## config.mk

```make
export PLATFORM = sky130hd
export DESIGN_NAME = fetch_stage_flat
export DESIGN_NICKNAME = d
export VERILOG_FILES = /design/src/rtl/fetch_if.sv /design/src/rtl/fetch_stage.sv /design/src/flat_wrapper.sv
export SDC_FILE = /design/constraint.sdc
export NUM_CORES = 1
export LEC_CHECK = 0
export ABC_AREA = 0
export CORE_UTILIZATION = 45
export DETAILED_ROUTE_END_ITERATION = 16
export HOLD_SLACK_MARGIN = 0.15
export PLACE_DENSITY = 0.88
export SLEW_MARGIN = 20
export SYNTH_ARGS = -nofsm -noshare
export SYNTH_HDL_FRONTEND = slang
export SYNTH_SLANG_ARGS = --single-unit
```

## constraint.sdc

```tcl
create_clock -name i_clk -period 2.6 [get_ports i_clk]
set_input_delay 0.26 -clock i_clk [delete_from_list [all_inputs] [get_ports i_clk]]
set_output_delay 0.26 -clock i_clk [all_outputs]
set_load 0.02 [all_outputs]
```

## src/rtl/fetch_if.sv

```systemverilog
// Bundle that connects the IF stage to the hazard unit, EX redirect, the instruction memory and ID.
// The master modport is the fetch stage. The slave modport is the surrounding pipeline.
interface fetch_if #(
  parameter int ADDR_W = 32
);
  logic              i_stall;
  logic              i_flush;
  logic              i_redirect;
  logic [ADDR_W-1:0] i_redirect_pc;
  logic [ADDR_W-1:0] o_imem_addr;
  logic [31:0]       i_imem_inst;
  logic [ADDR_W-1:0] o_id_pc;
  logic [ADDR_W-1:0] o_id_pc4;
  logic [31:0]       o_id_inst;
  logic              o_id_valid;
  logic              o_misalign;
  logic [31:0]       o_fetch_cnt;

  modport master (
    input  i_stall, i_flush, i_redirect, i_redirect_pc, i_imem_inst,
    output o_imem_addr, o_id_pc, o_id_pc4, o_id_inst, o_id_valid,
           o_misalign, o_fetch_cnt
  );

  modport slave (
    output i_stall, i_flush, i_redirect, i_redirect_pc, i_imem_inst,
    input  o_imem_addr, o_id_pc, o_id_pc4, o_id_inst, o_id_valid,
           o_misalign, o_fetch_cnt
  );
endinterface

```

## src/rtl/fetch_stage.sv

```systemverilog
// RV32I IF stage: program counter, instruction-memory address, and the IF/ID register.
// It handles stall, flush and redirect, and keeps a debug count of loaded instructions.
module fetch_stage #(
  parameter int                ADDR_W   = 32,
  parameter logic [ADDR_W-1:0] RESET_PC = '0,
  parameter logic [31:0]       NOP_INST = 32'h0000_0013
) (
  input  logic   i_clk,
  input  logic   i_rst_n,
  fetch_if.master bus
);

  typedef enum logic {BOOT, RUN} state_t;

  state_t            state, state_nxt;
  logic [ADDR_W-1:0] pc;
  logic [ADDR_W-1:0] pc_plus4;
  logic              do_redirect;
  logic              do_bubble;
  logic              do_load;
  logic              do_advance;

  assign pc_plus4         = pc + ADDR_W'(4);
  assign bus.o_imem_addr  = pc;

  // NOTE: sequential state uses non-blocking assignments so that every
  // register samples pre-edge values regardless of process order.
  always_ff @(posedge i_clk or negedge i_rst_n) begin
    if (!i_rst_n) state <= BOOT;
    else          state <= state_nxt;
  end

  always_comb begin
    state_nxt = state;
    case (state)
      BOOT:    state_nxt = RUN;
      default: state_nxt = RUN;
    endcase
  end

  // NOTE: every output is assigned a default first, so no path can leave an
  // output unassigned. This keeps the comb block from inferring latches.
  always_comb begin
    do_redirect = 1'b0;
    do_bubble   = 1'b0;
    do_load     = 1'b0;
    do_advance  = 1'b0;
    if (state == RUN) begin
      do_redirect = bus.i_redirect;
      do_bubble   = bus.i_redirect | bus.i_flush;
      do_load     = ~(bus.i_redirect | bus.i_flush) & ~bus.i_stall;
      do_advance  = ~bus.i_redirect & ~bus.i_stall;
    end
  end

  always_ff @(posedge i_clk or negedge i_rst_n) begin
    if (!i_rst_n) begin
      pc <= RESET_PC;
    end else if (do_redirect) begin
      // Targets are forced to a word boundary; misalignment is only reported.
      pc <= {bus.i_redirect_pc[ADDR_W-1:2], 2'b00};
    end else if (do_advance) begin
      pc <= pc_plus4;
    end
  end

  always_ff @(posedge i_clk or negedge i_rst_n) begin
    if (!i_rst_n) begin
      bus.o_id_pc    <= '0;
      bus.o_id_pc4   <= '0;
      bus.o_id_inst  <= NOP_INST;
      bus.o_id_valid <= 1'b0;
    end else if (do_bubble) begin
      bus.o_id_pc    <= '0;
      bus.o_id_pc4   <= '0;
      bus.o_id_inst  <= NOP_INST;
      bus.o_id_valid <= 1'b0;
    end else if (do_load) begin
      bus.o_id_pc    <= pc;
      bus.o_id_pc4   <= pc_plus4;
      bus.o_id_inst  <= bus.i_imem_inst;
      bus.o_id_valid <= 1'b1;
    end
  end

  always_ff @(posedge i_clk or negedge i_rst_n) begin
    if (!i_rst_n) begin
      bus.o_misalign  <= 1'b0;
      bus.o_fetch_cnt <= '0;
    end else begin
      bus.o_misalign <= do_redirect & (|bus.i_redirect_pc[1:0]);
      if (do_load) bus.o_fetch_cnt <= bus.o_fetch_cnt + 32'd1;
    end
  end

endmodule

```

## src/flat_wrapper.sv

```systemverilog
// flat-port wrapper written by rule: the top's interface ports become plain ports
module fetch_stage_flat 
#(
  parameter int                ADDR_W   = 32,
  parameter logic [ADDR_W-1:0] RESET_PC = '0,
  parameter logic [31:0]       NOP_INST = 32'h0000_0013
)
  (i_clk, i_rst_n, bus_i_stall, bus_i_flush, bus_i_redirect, bus_i_redirect_pc, bus_i_imem_inst, bus_o_imem_addr, bus_o_id_pc, bus_o_id_pc4, bus_o_id_inst, bus_o_id_valid, bus_o_misalign, bus_o_fetch_cnt);
  fetch_if #(.ADDR_W(ADDR_W)) bus_i ();
  input  logic i_clk;
  input  logic i_rst_n;
  input wire logic [$bits(bus_i.i_stall)-1:0] bus_i_stall;
  input wire logic [$bits(bus_i.i_flush)-1:0] bus_i_flush;
  input wire logic [$bits(bus_i.i_redirect)-1:0] bus_i_redirect;
  input wire logic [$bits(bus_i.i_redirect_pc)-1:0] bus_i_redirect_pc;
  input wire logic [$bits(bus_i.i_imem_inst)-1:0] bus_i_imem_inst;
  output wire logic [$bits(bus_i.o_imem_addr)-1:0] bus_o_imem_addr;
  output wire logic [$bits(bus_i.o_id_pc)-1:0] bus_o_id_pc;
  output wire logic [$bits(bus_i.o_id_pc4)-1:0] bus_o_id_pc4;
  output wire logic [$bits(bus_i.o_id_inst)-1:0] bus_o_id_inst;
  output wire logic [$bits(bus_i.o_id_valid)-1:0] bus_o_id_valid;
  output wire logic [$bits(bus_i.o_misalign)-1:0] bus_o_misalign;
  output wire logic [$bits(bus_i.o_fetch_cnt)-1:0] bus_o_fetch_cnt;
  assign bus_i.i_stall = bus_i_stall;
  assign bus_i.i_flush = bus_i_flush;
  assign bus_i.i_redirect = bus_i_redirect;
  assign bus_i.i_redirect_pc = bus_i_redirect_pc;
  assign bus_i.i_imem_inst = bus_i_imem_inst;
  assign bus_o_imem_addr = bus_i.o_imem_addr;
  assign bus_o_id_pc = bus_i.o_id_pc;
  assign bus_o_id_pc4 = bus_i.o_id_pc4;
  assign bus_o_id_inst = bus_i.o_id_inst;
  assign bus_o_id_valid = bus_i.o_id_valid;
  assign bus_o_misalign = bus_i.o_misalign;
  assign bus_o_fetch_cnt = bus_i.o_fetch_cnt;
  fetch_stage #(.ADDR_W(ADDR_W), .RESET_PC(RESET_PC), .NOP_INST(NOP_INST)) u_core (.i_clk(i_clk), .i_rst_n(i_rst_n), .bus(bus_i));
endmodule
```

Yosys cells after proc, flatten, opt, wreduce, memory -nomap -nowiden
Cells that the tools add are included.

Multiply operators: 0. Eq/ne operators: 0. $lt $le $gt $ge: 0. Shift-type cells: 0. Div/mod/pow operators: 0. Add/sub/neg operators: 2. Muxes and demuxes: 14. Reductions and logical operators: 3. Bitwise operators: 7.

Operators by type and width (number): 2-to-1 mux 32 bit (8); adder 32 x 1 -> 32 bit (second input constant) (1); adder 32 x 3 -> 32 bit (second input constant) (1); 2-to-1 mux 1 bit (6); nonzero test 2 bit (2); AND 1 bit (3); NOT 1 bit (3); OR reduction 2 bit (1); OR 1 bit (1).

Bits in writable memories: 0. Bits in read-only memories: 0. Memories: 0. Logic and storage cells: 34. Input bits: 69. Latch bits: 0. Output and inout port bits: 162. Flip-flop bits (word level): 163.

Logic depth before layout (Yosys ltp)
Word-level depth: 6. Gate-level depth with buffers: 6. Depth with buffers taken out: 5.

Worst setup path before layout
OpenSTA, ideal clock, no wires.

Kind: reg-to-reg. Start point: register u_core.pc[2] (netlist: u_core.bus.o_imem_addr[2]). End point: register u_core.bus.o_id_pc4[28]. Library setup time: 0.126 ns. Arrival time: 2.157 ns. Stages on the path, launching flop included: 7. Clock period less this slack: 2.283 ns. Required time: 2.474 ns. Path slack: 0.317 ns. Path buffers: 1. Cell sequence: dfrtp_1 -> ha_1 -> nand3_1 -> or4_1 -> clkbuf_2 -> o311a_1 -> a221o_1.

Word-level cells in the longest chain between the ends: 3.

RTL lines: start: declaration (line fetch_stage.sv:16) `logic [ADDR_W-1:0] pc;`; start signal: assignment (line fetch_stage.sv:61) `pc <= {bus.i_redirect_pc[ADDR_W-1:2], 2'b00};`; start signal: assignment (line fetch_stage.sv:63) `pc <= pc_plus4;`; adder 32 x 3 -> 32 bit (line fetch_stage.sv:23) `assign pc_plus4 = pc + ADDR_W'(4);`; 2-to-1 mux 32 bit (line fetch_stage.sv:78) `end else if (do_load) begin`; 2-to-1 mux 32 bit (line fetch_stage.sv:73) `end else if (do_bubble) begin`; end signal: assignment (line fetch_stage.sv:80) `bus.o_id_pc4 <= pc_plus4;`; end: declaration (line fetch_if.sv:21) `output o_imem_addr, o_id_pc, o_id_pc4, o_id_inst, o_id_valid,`.

Every way passes these cells. The select of a mux whose other input is x is not followed. A chain may end at the register's enable or synchronous reset.

Worst setup path after layout
Start point: register u_core.state. End point: register u_core.bus.o_fetch_cnt[23] in the netlist's numbering.

Word-level cells in the longest chain between the ends: 1.

RTL lines: start: declaration (line fetch_stage.sv:15) `state_t state, state_nxt;`; start signal: assignment (line fetch_stage.sv:30) `else state <= state_nxt;`; 2-to-1 mux 1 bit (line fetch_stage.sv:48) `if (state == RUN) begin`; end signal: assignment (line fetch_stage.sv:92) `if (do_load) bus.o_fetch_cnt <= bus.o_fetch_cnt + 32'd1;`; end: declaration (line fetch_if.sv:22) `o_misalign, o_fetch_cnt`.

Every way passes these cells.

==> run_results.csv <==
group,metric,value,unit
pwr,peakVddDrop,468,µV
synthesis,syn_area,7460,µm²
worst_setup_path,worstPathCellList,"or3b_1 > nor4_4 > nand4_1 > xnor2_1",
layout,n_antenna_cell,0,
synthesis,synthFlopType,"dfrtp_1",
run,cap_violations,0,
cts,tritoncts,"built",
synthesis,postSynthCellCount,731,
die,die_y,131,µm
synthesis,ys_ff_latch,158,
sta,skew,0.0129,ns
worst_setup_path,cp.required,2.91,ns
cts,h-tree-depth,4,
place,port_buffers,228,
place,dpl.hpwl,16900,µm
die,die-area,17100,µm²
synthesis,ys_seq_area_frac,0.530,
sta,fmax,441,MHz
synthesis,synth_area_leaders,"dfrtp_1, a22o_1, xnor2_1",
synthesis,synth_warnings,0,
layout,finalNonFillerCells,1196,
cts,clock_latency,0.44,ns
layout,area_growth,45.6,%
route,routed_wl,24200,µm
worst_setup_path,cp_slowest_stage_delay,0.62,ns
die,initial_core_util,0.465,
place,gp_congestion,0.998,
global_routing,grt-ovfl-total,0,
layout,drive_gt1_frac,0.105,
route,drtIter0Drc,873,
worst_setup_path,worstSetupPathType,"reg -> reg",
die,fp.dieW,131,µm
global_routing,grt_pass1_vias,7064,
pwr,pwr_density_cell,639,nW/µm²
synthesis,synth-edff-count,0,
route,viasPerCell,6.05,
worst_setup_path,worstRegToRegCells,4,
synthesis,yosys.area.top_type_share,0.520,
cts,cts_buffer_depth,2,
cts,cts_buffers,17,
global_routing,antenna_found_initial,0,
die,core_area,16100,µm²
route,drc_errors,0,
sta,final-max-slew-violation-count,0,
cts,root_buffer,"clkbuf_16",
sta,setup_tns,0,ns
route,vias,7230,
cts,cts_sinks,158,
global_routing,track_usage,0.291,
synthesis,yosysTopAreaCell,"dfrtp_1",
worst_setup_path,critical_path_arrival,2.57,ns
sta,post-route-period-util,0.871,
global_routing,grt_max_degree,62,
route,first_pass_iters,6,
min_path,min_path_type,"in -> async",
global_routing,grt_pass1_wl,37700,µm
synthesis,async_reset_ff_frac,1.00,
synthesis,yosysMostFrequentCell,"dfrtp_1",
worst_setup_path,worstSetupStartpointType,"flip-flop",
sta,setup_viol,0,
cts,clkTransAtPathRegs,0.06,ns
die,fp-row-count,46,
synthesis,synth_cell_types,58,
synthesis,ys_top_cells_by_count,"dfrtp_1, nand2_1, a22o_1, clkbuf_1, nand3_1",
synthesis,synth.avg_cell_area,10.2,µm²
pwr,leakagePower,0.00455,µW
route,wl_per_cell,20.2,µm
worst_setup_path,slowest_stage,"nor4_4",
sta,tightest_slew,0.790,ns
layout,fin_nets,1038,
worst_setup_path,crit_path_end_kind,"flip-flop",
route,ant_nets,0,
sta,hold_violations,0,
outcome,status,"complete, no violations",
sta,period_minus_slack,2.27,ns
sta,relSlewSlack,0.469,
sta,rsz0062_at_grt,"false",
layout,fillCellCount,1195,
worst_setup_path,path_max_fanout,10,
place,placed_cells,1163,
die,ios,231,
cell families after synthesis:
logic type | synth area share
AOI/OAI and AO/OA | 0.178
other | 0.00101
DFF | 0.530
and+or+nand+nor | 0.189
adders and majority gates | 0.00335
xor gates and xnor gates | 0.0528
buffers and inverters | 0.0434
muxes | 0.00268
critical path, delay by kind of cell, from the launching register on:
kind / cells / cell delay [ns]
and+or+nand+nor: 3 / 1.37
DFF: 1 / 0.58
xor gates and xnor gates: 1 / 0.19
where the power goes:
| group | internal [µW] | total, µW | switching [µW] |
|---|---|---|---|
| sequential | 2630 | 2820 | 183 |
| combinational | 668 | 1490 | 822 |
| clock | 1590 | 2640 | 1040 |
routing by layer:
layer,up-vias,global-route usage,part of all wire
met5,-,0,0
met4,0,0.153,0.036
met3,92,0.0859,0.11
met2,505,0.440,0.45
met1,3434,0.379,0.40
li1,3199,-,-
path summary, 6_finish.rpt:
path	from	endpoint	slack [ns]
min in group i_clk	bus_i_imem_inst[0]	u_core.bus.o_id_inst[0]	0.39
setup reg to reg	u_core.state	u_core.bus.o_fetch_cnt[23]	0.33
setup / recovery	u_core.state	u_core.bus.o_fetch_cnt[23]	0.33
max in group asynchronous	i_rst_n	u_core.bus.o_id_inst[0]	1.53
hold reg to reg	u_core.bus.o_id_pc4[13]	u_core.bus.o_id_pc4[13]	0.48
hold / removal	i_rst_n	u_core.bus.o_id_pc[8]	0.36
state kept, by name, indices dropped and copies added, names as in the netlist:
| register | count |
|---|---|
| u_core.bus.o_id_inst | 32 |
| u_core.state | 1 |
| u_core.bus.o_imem_addr | 30 |
| u_core.bus.o_id_pc4 | 31 |
| u_core.bus.o_fetch_cnt | 32 |
| u_core.bus.o_id_pc | 30 |
| u_core.bus.o_misalign | 1 |
| u_core.bus.o_id_valid | 1 |
layout make-up:
| class | count | area, µm² | area share |
|---|---|---|---|
| multi-input combinational | 497 | 3200 | 0.295 |
| inverter | 8 | 30.0 | 0.00276 |
| tap | 216 | 270 | 0.0249 |
| clock inverter | 12 | 161 | 0.0149 |
| sequential | 158 | 3960 | 0.364 |
| timing repair buffer | 285 | 2780 | 0.256 |
| clock buffer | 20 | 467 | 0.0430 |
layout by cell type (no fill, tap or decap), types with 6 or more instances in the layout:
cell type / netlist / final
nor4_1: 20 / 20
o211ai_1: 6 / 6
nand2_1: 69 / 69
clkbuf_16: 0 / 17
buf_4: 6 / 51
xnor2_1: 37 / 37
o21ai_0: 25 / 25
a311oi_1: 9 / 9
a21oi_1: 16 / 16
a22o_1: 53 / 53
a211oi_1: 13 / 13
nor2_1: 30 / 30
nand4_1: 30 / 30
nand3_1: 39 / 39
and2_1: 7 / 7
and4_1: 9 / 9
o22ai_1: 15 / 15
inv_1: 8 / 8
clkdlybuf4s50_1: 0 / 227
dfrtp_1: 155 / 155
and3_1: 12 / 12
xor2_1: 8 / 8
nor3_1: 25 / 25
what timing repair did:
item	4_1_cts	5_1_grt
hold endpoints to repair	51	0
hold buffers	1	0
buffers inserted	0	0
setup endpoints to repair	0	0
resized for setup	0	0
metrics by stage:
step	setup WS, ns	instance area, µm²	total power, µW	util	hold WS [ns]
final	0.335	10900	6940	0.677	0.357
after global routing	0.230	10900	7190	0.677	0.378
after CTS	0.371	10900	6970	0.677	0.363
after detailed placement	0.243	10200	4330	0.637	0.246
after global placement	0.305	10200	4300	0.637	0.243
after floorplan	0.317	7470	3530	-	-0.0356
Note: power is estimated with default switching activity, not from simulation.
